File: config.mk
export PLATFORM = sky130hd
export DESIGN_NAME = seg_scan_decoder
export DESIGN_NICKNAME = d
export VERILOG_FILES = /design/src/rtl/seg_pkg.sv /design/src/rtl/seg_to_hex.sv /design/src/rtl/seg_scan_decoder.sv
export SDC_FILE = /design/constraint.sdc
export NUM_CORES = 1
export LEC_CHECK = 0
export BUFFER_PORTS_ARGS = -buffer_cell sky130_fd_sc_hd__buf_2
export CAP_MARGIN = 20
export CORE_MARGIN = 2
export CORE_UTILIZATION = 43
export DETAILED_ROUTE_END_ITERATION = 10
export GPL_TIMING_DRIVEN = 0
export PLACE_DENSITY = 0.68
export SLEW_MARGIN = 40
export SYNTH_ARGS = -nofsm -noshare
export SYNTH_HDL_FRONTEND = slang
export SYNTH_SLANG_ARGS = --single-unit
File: constraint.sdc
create_clock -name clk -period 4.2 [get_ports clk]
set_input_delay 0.84 -clock clk [delete_from_list [all_inputs] [get_ports clk]]
set_output_delay 0.84 -clock clk [all_outputs]
set_load 0.01 [all_outputs]
File: src/rtl/seg_pkg.sv
// Shared definitions for the 7-segment display path: active-low segment
// patterns for the 16 hex glyphs ([6:0] = g,f,e,d,c,b,a), the blank code and
// the per-digit capture state encoding.
package seg_pkg;

  localparam logic [6:0] SEG_0 = 7'h40;
  localparam logic [6:0] SEG_1 = 7'h79;
  localparam logic [6:0] SEG_2 = 7'h24;
  localparam logic [6:0] SEG_3 = 7'h30;
  localparam logic [6:0] SEG_4 = 7'h19;
  localparam logic [6:0] SEG_5 = 7'h12;
  localparam logic [6:0] SEG_6 = 7'h02;
  localparam logic [6:0] SEG_7 = 7'h58;
  localparam logic [6:0] SEG_8 = 7'h00;
  localparam logic [6:0] SEG_9 = 7'h10;
  localparam logic [6:0] SEG_A = 7'h08;
  localparam logic [6:0] SEG_B = 7'h03;
  localparam logic [6:0] SEG_C = 7'h46;
  localparam logic [6:0] SEG_D = 7'h21;
  localparam logic [6:0] SEG_E = 7'h06;
  localparam logic [6:0] SEG_F = 7'h0E;

  // All segments and the DP dark.
  localparam logic [7:0] SEG_BLANK = 8'hFF;

  typedef enum logic {
    WAIT     = 1'b0,
    CAPTURED = 1'b1
  } scan_state_t;

endpackage

File: src/rtl/seg_to_hex.sv
// Combinational inverse of the hex-to-7-seg encoder: maps an active-low
// segment pattern back to its nibble and flags patterns that are not a glyph.
module seg_to_hex
  import seg_pkg::*;
(
  input  logic [6:0] seg,
  output logic       valid,
  output logic [3:0] nibble
);

  // Table lookup; unknown patterns decode to 0 with valid low.
  always_comb begin
    // NOTE: every output gets a default before the case so no path leaves it
    // unassigned, which would otherwise infer a latch.
    valid  = 1'b1;
    nibble = 4'h0;
    case (seg)
      SEG_0:   nibble = 4'h0;
      SEG_1:   nibble = 4'h1;
      SEG_2:   nibble = 4'h2;
      SEG_3:   nibble = 4'h3;
      SEG_4:   nibble = 4'h4;
      SEG_5:   nibble = 4'h5;
      SEG_6:   nibble = 4'h6;
      SEG_7:   nibble = 4'h7;
      SEG_8:   nibble = 4'h8;
      SEG_9:   nibble = 4'h9;
      SEG_A:   nibble = 4'hA;
      SEG_B:   nibble = 4'hB;
      SEG_C:   nibble = 4'hC;
      SEG_D:   nibble = 4'hD;
      SEG_E:   nibble = 4'hE;
      SEG_F:   nibble = 4'hF;
      default: valid  = 1'b0;
    endcase
  end

endmodule

File: src/rtl/seg_scan_decoder.sv
// Snoops a multiplexed, active-low 7-segment anode/segment bus, samples each
// digit once it has been stable for STABLE_CYCLES cycles, and publishes a
// complete scan as one 4*DIGITS-bit word plus per-digit DP bits.
// Optional build macro SEG_ERR_CNT_EN adds err_cnt_o, a saturating count of
// undecodable captures.
module seg_scan_decoder
  import seg_pkg::*;
#(
  parameter int DIGITS        = 8,
  parameter int STABLE_CYCLES = 4
) (
  input  logic                  clk,
  input  logic                  rst,
  input  logic [DIGITS-1:0]     an_i,
  input  logic [7:0]            seg_i,
  output logic [4*DIGITS-1:0]   word_o,
  output logic [DIGITS-1:0]     dp_o,
  output logic                  frame_done_o,
  output logic                  err_o
`ifdef SEG_ERR_CNT_EN
  ,
  output logic [15:0]           err_cnt_o
`endif
);

  localparam int CNT_W = (STABLE_CYCLES > 1) ? $clog2(STABLE_CYCLES) : 1;
  localparam int IDX_W = (DIGITS > 1) ? $clog2(DIGITS) : 1;
  localparam logic [CNT_W-1:0] CNT_MAX = CNT_W'(STABLE_CYCLES - 1);

  scan_state_t       state, state_next;
  logic [DIGITS-1:0] an_prev;
  logic [7:0]        seg_prev;
  logic [CNT_W-1:0]  cnt, cnt_cur;
  logic [DIGITS-1:0] an_lit;
  logic              one_hot;
  logic              changed;
  logic              stable_hit;
  logic              capture;
  logic [IDX_W-1:0]  digit;
  logic              code_valid;
  logic [3:0]        code_nibble;

  logic [DIGITS-1:0]   mask, mask_next;
  logic [4*DIGITS-1:0] shadow_word;
  logic [DIGITS-1:0]   shadow_dp;
  logic                shadow_err, shadow_err_next;
  logic                frame_full;

  seg_to_hex u_seg_to_hex (
    .seg    (seg_i[6:0]),
    .valid  (code_valid),
    .nibble (code_nibble)
  );

  assign an_lit     = ~an_i;
  assign one_hot    = (an_lit != '0) && ((an_lit & (an_lit - DIGITS'(1))) == '0);
  assign changed    = (an_i != an_prev) || (seg_i != seg_prev);
  assign stable_hit = one_hot && (cnt_cur == CNT_MAX);
  assign frame_full = &mask;

  // Position of the lit anode; only meaningful when one_hot is set.
  always_comb begin
    digit = '0;
    for (int k = 0; k < DIGITS; k++) begin
      if (an_lit[k]) digit = IDX_W'(k);
    end
  end

  // Dwell length of the current bus value, saturating at the sample point.
  always_comb begin
    if (changed || !one_hot) cnt_cur = '0;
    else if (cnt == CNT_MAX) cnt_cur = cnt;
    else                     cnt_cur = cnt + 1'b1;
  end

  // Previous bus value and stability counter.
  always_ff @(posedge clk) begin
    // NOTE: sequential state uses non-blocking assignments so every register
    // sees the pre-edge values of the others, independent of statement order.
    if (rst) begin
      an_prev  <= '1;
      seg_prev <= SEG_BLANK;
      cnt      <= '0;
    end else begin
      an_prev  <= an_i;
      seg_prev <= seg_i;
      cnt      <= cnt_cur;
    end
  end

  // FSM state register.
  always_ff @(posedge clk) begin
    if (rst) state <= WAIT;
    else     state <= state_next;
  end

  // FSM next state: one capture per stable dwell, re-armed by any bus change.
  always_comb begin
    state_next = state;
    case (state)
      WAIT:     if (capture) state_next = CAPTURED;
      CAPTURED: if (changed || !one_hot) state_next = capture ? CAPTURED : WAIT;
      default:  state_next = WAIT;
    endcase
  end

  // FSM output: sample strobe. A change leaving CAPTURED may capture at once
  // only when a single stable cycle suffices.
  always_comb begin
    capture = stable_hit && ((state == WAIT) || changed);
  end

  // Mask and shadow error bookkeeping; a capture in the copy cycle seeds the
  // next frame instead of being lost.
  always_comb begin
    mask_next       = frame_full ? '0 : mask;
    shadow_err_next = frame_full ? 1'b0 : shadow_err;
    if (capture) begin
      mask_next       = mask_next | an_lit;
      shadow_err_next = shadow_err_next | ~code_valid;
    end
  end

  // Shadow frame capture and publication to the output registers.
  always_ff @(posedge clk) begin
    // NOTE: the shadow word is explicitly cleared on reset; it is a register
    // bank, not a RAM, so the reset costs nothing and keeps state defined.
    if (rst) begin
      mask         <= '0;
      shadow_word  <= '0;
      shadow_dp    <= '0;
      shadow_err   <= 1'b0;
      word_o       <= '0;
      dp_o         <= '0;
      err_o        <= 1'b0;
      frame_done_o <= 1'b0;
    end else begin
      mask         <= mask_next;
      shadow_err   <= shadow_err_next;
      frame_done_o <= frame_full;
      if (frame_full) begin
        word_o <= shadow_word;
        dp_o   <= shadow_dp;
        err_o  <= shadow_err;
      end
      if (capture) begin
        shadow_word[4*digit +: 4] <= code_nibble;
        shadow_dp[digit]          <= ~seg_i[7];
      end
    end
  end

`ifdef SEG_ERR_CNT_EN
  logic [15:0] err_cnt;

  // Saturating count of undecodable captures, cleared only by reset.
  always_ff @(posedge clk) begin
    if (rst)                                               err_cnt <= '0;
    else if (capture && !code_valid && err_cnt != 16'hFFFF) err_cnt <= err_cnt + 16'd1;
  end

  assign err_cnt_o = err_cnt;
`endif

endmodule

==> results of run 1 <==
layer usage:
metal	GRT usage, %	up-vias
li1	-	2026
met1	24.4	1902
met2	33.5	111
met3	2.79	13
met4	6.51	0
met5	0	-
worst max-delay path: stages:
cell and delay (ns):
buf_2 0.17, inv_1 0.14, a211oi_2 0.38, nor2_1 0.17, ha_1 0.21, ha_1 0.23, o21bai_2 0.27, or4_4 0.48
or4_1 0.43, buf_2 0.19, mux2i_1 0.13
Yosys cell counts (2+ instances only):
master	number
ha_1	2
nor4_2	5
nand4_1	10
xnor2_1	10
or2_2	17
nand2_1	100
a21oi_1	55
a311oi_1	7
dfxtp_1	110
o211ai_1	2
nand4b_1	3
nor3_1	6
a22oi_1	10
buf_2	5
or3_1	3
o41ai_1	2
o32ai_1	3
nand4bb_1	2
nor4_1	5
inv_1	11
or4_1	6
mux2_1	4
and3_1	4
mux2i_1	27
o31a_1	2
nand2b_1	32
o21ai_0	5
nor2_1	27
nor2b_1	13
xor2_1	5
clkbuf_1	32
nand3_1	8
kinds of logic (layout without fill, tap and decap cells):
| group | after synthesis | in the layout | share of synthesized area (%) |
|---|---|---|---|
| and+or+nand+nor | 245 | 245 | 26.5 |
| DFF | 110 | 110 | 46.1 |
| AOI/OAI and AO/OA | 99 | 99 | 13.4 |
| buffers and inverters | 49 | 116 | 3.98 |
| muxes | 32 | 32 | 6.83 |
| xor gates and xnor gates | 15 | 15 | 2.75 |
| adders and majority gates | 2 | 2 | 0.523 |
power by group:
group          internal, mW  switching, mW  total [mW]
clock                 0.272          0.355       0.628
sequential             1.05        0.00344        1.05
combinational        0.0449         0.0853       0.130
total                  1.37          0.444        1.81
flip-flops by register name, indices dropped and copies added, names as in the netlist, 2 cells and up:
name	cells
dp_o	8
seg_prev	8
word_o	32
shadow_word	32
mask	8
shadow_dp	8
an_prev	8
cnt	2
how the worst max path moves through the flow:
| stage | from | slack [ns] | to | cells past startpoint |
|---|---|---|---|---|
| floorplan | an_i[6] | 0.85 | shadow_word[20] | 11 |
| global route | an_i[6] | 0.64 | shadow_word[20] | 11 |
| global placement | an_i[6] | 0.51 | shadow_word[22] | 11 |
| detailed placement | an_i[6] | 0.48 | shadow_word[23] | 11 |
| CTS | an_i[6] | 0.88 | shadow_word[23] | 11 |
| finish | an_i[6] | 0.83 | shadow_word[20] | 11 |
per-stage QoR:
step                hold WS [ns]  instance area (um2)  instances
floorplan                  0.412                 4780        552
global placement           0.421                 5220        745
detailed placement         0.444                 5220        745
CTS                        0.458                 5410        759
global route               0.473                 5410        759
finish                     0.451                 5410        759
area by class of cell:
| type | instances | area share [%] |
|---|---|---|
| flip-flops and latches | 110 | 40.7 |
| inverters | 11 | 0.764 |
| clock buffers | 9 | 2.29 |
| multi-input cells | 393 | 44.2 |
| clock inverters | 5 | 1.13 |
| well taps | 140 | 3.24 |
| repair buffers | 53 | 4.91 |
| plain buffers | 38 | 2.75 |
cells in the final DEF (no fill, tap or decap), types with 2 or more instances in the layout:
master / count
a21oi_1: 55
a22oi_1: 10
a311oi_1: 7
and3_1: 4
buf_2: 58
clkbuf_1: 32
clkbuf_8: 9
clkinvlp_4: 2
dfxtp_1: 110
ha_1: 2
inv_1: 11
mux2_1: 4
mux2i_1: 27
nand2_1: 100
nand2b_1: 32
nand3_1: 8
nand4_1: 10
nand4b_1: 3
nand4bb_1: 2
nor2_1: 27
nor2b_1: 13
nor3_1: 6
nor4_1: 5
nor4_2: 5
o211ai_1: 2
o21ai_0: 5
o31a_1: 2
o32ai_1: 3
o41ai_1: 2
or2_2: 17
or3_1: 3
or4_1: 6
xnor2_1: 10
xor2_1: 5
==> results.py, run 1 <==
metrics = {
    "clock_tree": {
        "root_buffer": "clkbuf_8",
        "cts_max_path_buffers": 2,
        "clk_latency_ns": 0.38,
        "hold_buffers": 0,
        "postCtsSetupBuffers": 0,
        "htreeDepth": 3,
        "clk_pin_slew_ns": 0.10,
        "cts_tree": "yes",
        "cts_num_sinks": 110,
        "cts_resized": 0,
        "cts_inserted_buffers": 9,
    },
    "die": {
        "die_h_um": 109,
        "initial_core_util_pct": 44.1,
        "pin_count": 60,
        "die_area_um2": 12000,
        "core_area_um2": 10800,
        "die_w_um": 109,
        "row_count": 38,
    },
    "finish": {
        "multi_input_area_um2": 2390,
        "num-fill-cells": 1071,
        "drive_above_1_share_pct": 16.6,
        "area_growth_pct": 13.1,
        "fin_util_pct": 49.9,
        "nNetsFinal": 636,
        "num_antenna_cells": 0,
        "seqCellArea_um2": 2200,
    },
    "global_routing": {
        "grt_max_degree": 18,
        "grt_pass1_wl_um": 18100,
        "grt-ovfl-total": 0,
        "track_usage_pct": 19.3,
        "grt_pass1_vias": 3813,
        "antenna_found_initial": 0,
    },
    "drt": {
        "wl_met3_um": 455,
        "final_antenna_net_count": 0,
        "wl_met2_um": 5520,
        "routed_via_density": 5.34,
        "maxUsedRoutingLayer": "met4",
        "drc": 0,
        "wire_per_inst_um": 14.9,
        "wirelength_met1_um": 5180,
        "initialDrtViolationCount": 198,
        "firstDrtPassIters": 5,
        "vias": 4052,
        "wl_um": 11300,
    },
    "synthesis": {
        "async_flop_share_pct": 0,
        "synth_area_leaders": "dfxtp_1, nand2_1, a21oi_1",
        "synth_flop_cell": "dfxtp_1",
        "seq_area_frac_synth_pct": 46.1,
        "synth_edf_count": 0,
        "yosysWarnings": 0,
        "syn_avg_cell_area_um2": 8.66,
        "yosysTopAreaCell": "dfxtp_1",
        "synth_cell_types": 51,
        "synth_nets": 572,
        "syn_area_um2": 4780,
        "synth.top_cell.area_share_pct": 46.1,
        "ys_ff_latch": 110,
        "synthCells": 552,
    },
    "timing": {
        "drv_slew": 0,
        "max_slew.worst_pin.slew_ns": 0.754,
        "hold_viol_final": 0,
        "clock_skew_ns": 0.0131,
        "worst_slack_ns": 0.830,
        "finalCritPeriodShare_pct": 80.2,
        "fmax_ghz": 0.297,
        "setup_viol": 0,
        "setup_tns_ns": 0,
        "rsz0062_at_grt": "no",
        "min_period_ns": 3.37,
        "relSlewSlack_pct": 49.3,
    },
    "min_path": {
        "hold-path-endpoint": "word_o[0]",
        "hp-class": "flop to flop",
        "hp-start": "shadow_word[0]",
        "holdPathStages": 2,
    },
    "flow_run": {
        "maxCapViolCount": 0,
    },
    "pwr": {
        "ir_drop_uv": 155,
        "power_density_nw_per_um2": 335,
        "finalPower_mw": 1.81,
        "power_leakage_nw": 2.00,
    },
    "worst_setup_path": {
        "crit_path_start_kind": "primary input",
        "worst-r2r-setup-slack_ns": 1.68,
        "rr_worst_depth": 8,
        "cp.required_ns": 4.47,
        "regToRegStartpoint": "seg_prev[2]",
        "worst-path-max-fanout": 8,
        "timing.rr.end": "mask[1]",
        "endpoint_kind": "flop",
        "critPathArrivalTime_ns": 3.64,
        "crit_type": "primary input to flop",
    },
    "placement": {
        "port_buffers": 53,
        "hpwl_um": 8490,
        "place_congestion": 0.849,
        "dp_slack_ns": 0.482,
    },
    "run_status": {
        "status": "finished, final reports clean",
    },
}
(Power assumes the default switching activity.)
==> run 2: changes to the inputs <==
ABC_AREA = 1   (was not set)
PLACE_DENSITY = 0.7   (was 0.68)
clock period = 2.8 ns   (was 4.2 ns; I/O delays follow)
==> run 2 against run 1 <==
Effect of this change: cell count up 29%; largest cell class unchanged; count of clock-buffer cells in the layout is 2 higher; sequential power is 50% higher; register-to-register slack lost 1.0 ns; design area grew 12%; sequential share of layout area shrank 4.2 points; highest routed layer unchanged; total power increased by 78%; critical endpoint is now shadow_word[5]; core utilization up 0.75 points; global-route usage rose by 1.1 points; via count is 20% higher; hold slack improved by 0.0016 ns; synthesized cell count increased by 38%.
==> results.py, run 2 <==
metrics = {
    "run_status": {
        "status": "finished, final reports clean",
    },
    "pwr": {
        "ir_drop_uv": 430,
        "p_seq_share_pct": 49.1,
        "p_comb_share_pct": 7.9,
        "switching_power_mw": 0.747,
        "power_leakage_nw": 3.05,
        "finalPower_mw": 3.22,
        "p_sw_share_pct": 23.2,
        "clockPowerShare_pct": 42.9,
        "p_int_mw": 2.47,
        "power_density_nw_per_um2": 534,
    },
    "worst_setup_path": {
        "crit_path_start_kind": "primary input",
        "cpMaxStageDelayCell": "ha_4",
        "cp.required_ns": 3.05,
        "endpoint_kind": "flop",
        "worst-r2r-setup-slack_ns": 0.66,
        "crit_family": "buffers and inverters",
        "worst-path-max-fanout": 10,
        "critPathBufInv": 5,
        "slowest_delay_ns": 0.34,
        "critPathArrivalTime_ns": 2.92,
        "crit_chain": "buf_2 -> inv_2 -> o21ai_2 -> nand2_1 -> nand2_1 -> nand2_2 -> buf_2 -> ha_1 -> ha_4 -> inv_1 -> a21oi_4 -> buf_4 -> nand4_4 -> o21bai_1 -> nor2_1",
        "crit_type": "primary input to flop",
    },
    "synthesis": {
        "async_flop_share_pct": 0,
        "yosysTopAreaCell": "dfxtp_1",
        "syn_avg_cell_area_um2": 6.83,
        "synthCells": 759,
        "seq_area_frac_synth_pct": 42.5,
        "yosysWarnings": 0,
        "ys_ff_latch": 110,
        "synth_edf_count": 0,
        "synth_nets": 779,
        "synth_most_common_cell": "nand2_1",
        "synth_flop_cell": "dfxtp_1",
        "synth.top_cell.area_share_pct": 42.5,
        "synth_common_cells": "nand2_1, nor2_1, dfxtp_1",
        "syn_area_um2": 5190,
        "synth_cell_types": 38,
        "synth_area_leaders": "dfxtp_1, nand2_1, nor2_1",
    },
    "die": {
        "pin_count": 60,
        "die_h_um": 114,
        "row_count": 40,
        "die_area_um2": 13000,
        "core_area_um2": 11900,
        "initial_core_util_pct": 43.6,
        "die_w_um": 114,
    },
    "min_path": {
        "hp-class": "flop to flop",
    },
    "timing": {
        "relSlewSlack_pct": 56.4,
        "worst_slack_ns": 0.131,
        "setup_viol": 0,
        "hold_viol_final": 0,
        "min_period_ns": 2.67,
        "drv_slew": 0,
        "finalCritPeriodShare_pct": 95.3,
        "clock_skew_ns": 0.00756,
        "fmax_ghz": 0.375,
        "max_slew.worst_pin.slew_ns": 0.652,
        "rsz0062_at_grt": "yes",
        "hold_slack_ns": 0.453,
    },
    "clock_tree": {
        "htreeDepth": 3,
        "cts_max_path_buffers": 2,
        "cts_num_sinks": 110,
        "cts_inserted_buffers": 9,
        "clk_latency_ns": 0.35,
        "clk_pin_slew_ns": 0.07,
        "root_buffer": "clkbuf_16",
        "cts_tree": "yes",
    },
    "global_routing": {
        "track_usage_pct": 20.4,
        "antenna_found_initial": 0,
        "grt_max_degree": 17,
        "grt_pass1_vias": 4401,
        "grt-ovfl-total": 0,
        "grt_pass1_wl_um": 21100,
    },
    "placement": {
        "hpwl_um": 9430,
        "dp_slack_ns": -0.454,
        "place_congestion": 0.909,
        "port_buffers": 56,
        "dpl-instance-area_um2": 5650,
    },
    "finish": {
        "nNetsFinal": 849,
        "drive_above_1_share_pct": 14.4,
        "fin_util_pct": 50.6,
        "seqCellArea_um2": 2200,
        "top_regs": "shadow_word: 32 flops, word_o: 32 flops",
        "num-fill-cells": 1239,
        "final_cell_mix": "nand2_1, nor2_1, dfxtp_1",
        "num_antenna_cells": 0,
        "multi_input_area_um2": 2470,
        "area_growth_pct": 16.2,
        "final_common_cell": "nand2_1",
        "design_area_um2": 6030,
    },
    "drt": {
        "wire_per_inst_um": 13.0,
        "initialDrtViolationCount": 401,
        "vias": 4860,
        "drc": 0,
        "final_antenna_net_count": 0,
        "wl_um": 12700,
        "firstDrtPassIters": 5,
        "routed_via_density": 4.96,
    },
    "flow_run": {
        "maxCapViolCount": 0,
    },
}
run 2: logic make-up after synthesis:
group / share of synthesized area, %
buffers and inverters: 10.5
flip-flops: 42.5
XOR/XNOR: 0.675
AND/OR/NAND/NOR: 33.6
adder cells (fa/ha/maj): 0.482
AO/OA/AOI/OAI: 12.3
run 2: layer usage:
metal  GRT usage (%)  routed length, um
met1            28.0               6050
met2            32.7               5670
met3            4.89                795
met4            4.88                200
met5               0                  0
run 2: layout make-up:
class,count,area share (%)
multi-input combinational,515,41.0
sequential,110,36.5
inverter,105,6.58
timing repair buffer,59,5.02
clock buffer,11,4.19
tap,147,3.05
buffer,29,2.47
clock inverter,4,1.16
run 2: timing repair:
action	4_1_cts	5_1_grt
endpoints found under the setup margin	6	19
hold buffers	0	0
gates resized for setup	2	5
buffers inserted	0	3
gates cloned	0	0
run 2: worst paths after layout:
check | start | end | cells after the start
worst max-delay path | an_i[2] | shadow_word[5] | 15
worst min-delay path | cnt[0] | cnt[0] | 1
worst max register to register | mask[5] | shadow_err | 6
worst min register to register | cnt[0] | cnt[0] | 1
run 2: metrics by stage:
step           setup TNS [ns]  cells
3_3_place_gp            -7.38    962
3_5_place_dp            -8.05    962
2_1_floorplan               0    759
6_report                    0    980
5_1_grt                -0.139    980
4_1_cts                     0    977
run 2: power groups by stage:
| stage | clock network [mW] | registers, mW | logic [mW] |
|---|---|---|---|
| 6_report | 1.38 | 1.58 | 0.256 |
| 2_1_floorplan | 0 | 1.62 | 0.171 |
| 5_1_grt | 1.46 | 1.58 | 0.284 |
| 4_1_cts | 1.41 | 1.58 | 0.245 |
| 3_3_place_gp | 0 | 1.62 | 0.242 |
| 3_5_place_dp | 0 | 1.62 | 0.243 |
==> run 3: changes to the inputs <==
--- a/config.mk
+++ b/config.mk
@@ -8,9 +8,9 @@
 export ABC_AREA = 1
-export BUFFER_PORTS_ARGS = -buffer_cell sky130_fd_sc_hd__buf_2
 export CAP_MARGIN = 20
-export CORE_MARGIN = 2
+export CORE_MARGIN = 4
 export CORE_UTILIZATION = 43
 export DETAILED_ROUTE_END_ITERATION = 10
+export DONT_BUFFER_PORTS = 1
 export GPL_TIMING_DRIVEN = 0
-export PLACE_DENSITY = 0.7
+export PLACE_DENSITY = 0.66
 export SLEW_MARGIN = 40
==> constraint.sdc (replaced) <==
create_clock -name clk -period 2.8 [get_ports clk]
set_input_delay 0.14 -clock clk [delete_from_list [all_inputs] [get_ports clk]]
set_output_delay 0.14 -clock clk [all_outputs]
set_load 0.01 [all_outputs]
==> run 3 against run 2 <==
Effect of this change: design area down 3.9%; sequential share of layout area increased by 1.5 points; fmax rose by 13%; largest cell class unchanged; largest power group unchanged.
==> results.py, run 3 (same netlist as run 2, synthesis figures left out) <==
metrics = {
    "timing": {
        "setup_tns_ns": 0,
        "max_slew.worst_pin.slew_ns": 0.660,
        "setup_viol": 0,
        "hold_viol_final": 0,
        "finalCritPeriodShare_pct": 84.1,
        "min_period_ns": 2.35,
        "drv_slew": 0,
        "hold_slack_ns": 0.141,
        "rsz0062_at_grt": "no",
        "fmax_ghz": 0.425,
        "worst_slack_ns": 0.446,
        "relSlewSlack_pct": 56.0,
        "clock_skew_ns": 0.00874,
    },
    "pwr": {
        "p_int_mw": 2.34,
        "p_comb_share_pct": 7.9,
        "finalPower_mw": 3.07,
        "clockPowerShare_pct": 40.5,
        "power_leakage_nw": 2.78,
        "p_sw_share_pct": 23.9,
        "ir_drop_uv": 297,
        "p_seq_share_pct": 51.6,
        "switching_power_mw": 0.732,
        "power_density_nw_per_um2": 530,
    },
    "finish": {
        "top_regs": "shadow_word: 32 flops, word_o: 32 flops",
        "seqCellArea_um2": 2200,
        "final_cell_mix": "nand2_1, nor2_1, dfxtp_1",
        "area_growth_pct": 11.6,
        "design_area_um2": 5790,
        "drive_above_1_share_pct": 6.99,
        "num_antenna_cells": 0,
        "nNetsFinal": 804,
        "num-fill-cells": 1183,
        "final_common_cell": "nand2_1",
        "multi_input_area_um2": 2440,
    },
    "global_routing": {
        "grt_max_degree": 18,
        "grt-ovfl-total": 0,
        "grt_pass1_wl_um": 22000,
        "antenna_found_initial": 0,
        "grt_pass1_vias": 4490,
        "track_usage_pct": 19.1,
    },
    "run_status": {
        "status": "finished, final reports clean",
    },
    "min_path": {
        "hp-start": "an_i[4]",
        "hold-path-endpoint": "an_prev[4]",
        "hp-class": "primary input to flop",
        "holdPathStages": 3,
    },
    "clock_tree": {
        "clk_latency_ns": 0.35,
        "htreeDepth": 3,
        "cts_inserted_buffers": 9,
        "postCtsSetupBuffers": 0,
        "clk_pin_slew_ns": 0.07,
        "cts_num_sinks": 110,
        "root_buffer": "clkbuf_16",
        "cts_max_path_buffers": 2,
        "cts_tree": "yes",
    },
    "drt": {
        "wire_per_inst_um": 13.9,
        "initialDrtViolationCount": 289,
        "drc": 0,
        "firstDrtPassIters": 4,
        "vias": 4720,
        "routed_via_density": 5.08,
        "final_antenna_net_count": 0,
        "wl_um": 13000,
    },
    "worst_setup_path": {
        "regToRegStartpoint": "mask[0]",
        "endpoint_kind": "flop",
        "rr_worst_depth": 6,
        "worst-path-max-fanout": 10,
        "worst-r2r-setup-slack_ns": 0.66,
        "cp.required_ns": 3.04,
        "timing.rr.end": "mask[5]",
        "crit_type": "primary input to flop",
        "crit_path_start_kind": "primary input",
        "critPathArrivalTime_ns": 2.59,
    },
    "placement": {
        "dpl-instance-area_um2": 5370,
        "port_buffers": 0,
        "place_congestion": 0.918,
        "dp_slack_ns": 0.115,
        "hpwl_um": 9790,
    },
    "die": {
        "initial_core_util_pct": 44.7,
        "die_w_um": 118,
        "row_count": 39,
        "die_area_um2": 13900,
        "pin_count": 60,
        "core_area_um2": 11600,
        "die_h_um": 118,
    },
    "flow_run": {
        "maxCapViolCount": 0,
    },
}
==> run 3: cell count changes in the layout (fill, tap and decap cells not counted), moves of 2 or more <==
cell	previous run	this run
buf_2	62	6
dlygate4sd3_1	0	14
buf_4	5	2
clkbuf_8	2	0
==> run 3: what timing repair did <==
action                                 4_1_cts  5_1_grt
hold buffers                                14        0
gates resized for setup                      0        0
endpoints found under the hold margin       15        0
==> run 3: critical path: stages <==
cell	delay, ns
inv_1	0.14
nor2_1	0.06
inv_1	0.14
nand2_2	0.12
buf_2	0.21
ha_1	0.31
clkbuf_1	0.40
inv_1	0.22
nor2_1	0.32
nand4_2	0.27
a21oi_1	0.22
nor2_1	0.05
==> run 3: layout make-up <==
class,count,share of cell area (%)
Tap cell,143,3.09
Inverter,105,6.85
Timing Repair Buffer,14,2.42
Buffer,29,2.55
Multi-Input combinational cell,515,42.1
Clock inverter,5,1.04
Sequential cell,110,38.0
Clock buffer,9,3.89
==> run 3: worst max-delay path by stage <==
stage          startpoint         endpoint
3_5_place_dp      an_i[7]  shadow_word[10]
6_report          an_i[7]  shadow_word[10]
5_1_grt           an_i[7]   shadow_word[9]
3_3_place_gp      an_i[7]  shadow_word[10]
2_1_floorplan     an_i[4]   shadow_word[9]
4_1_cts           an_i[7]  shadow_word[10]
==> run 3: power groups by stage <==
stage	combinational (mW)	clock [mW]	sequential, mW
final	0.242	1.24	1.58
after global routing	0.269	1.34	1.58
after CTS	0.240	1.27	1.58
after detailed placement	0.221	0	1.62
after global placement	0.219	0	1.62
after floorplan	0.171	0	1.62
==> run 3: metrics by stage <==
step	utilization, %	std cells
after floorplan	-	759
after global placement	46.2	902
after detailed placement	46.2	902
after CTS	49.9	930
after global routing	49.9	930
final	49.9	930
==> run 3: metal layers <==
metal | track usage (%) | share of wire, % | vias to the layer above
met3 | 4.08 | 5.9 | 16
met5 | 0 | 0 | -
li1 | - | - | 2443
met2 | 30.3 | 45 | 141
met1 | 26.2 | 48 | 2120
met4 | 5.57 | 1.4 | 0
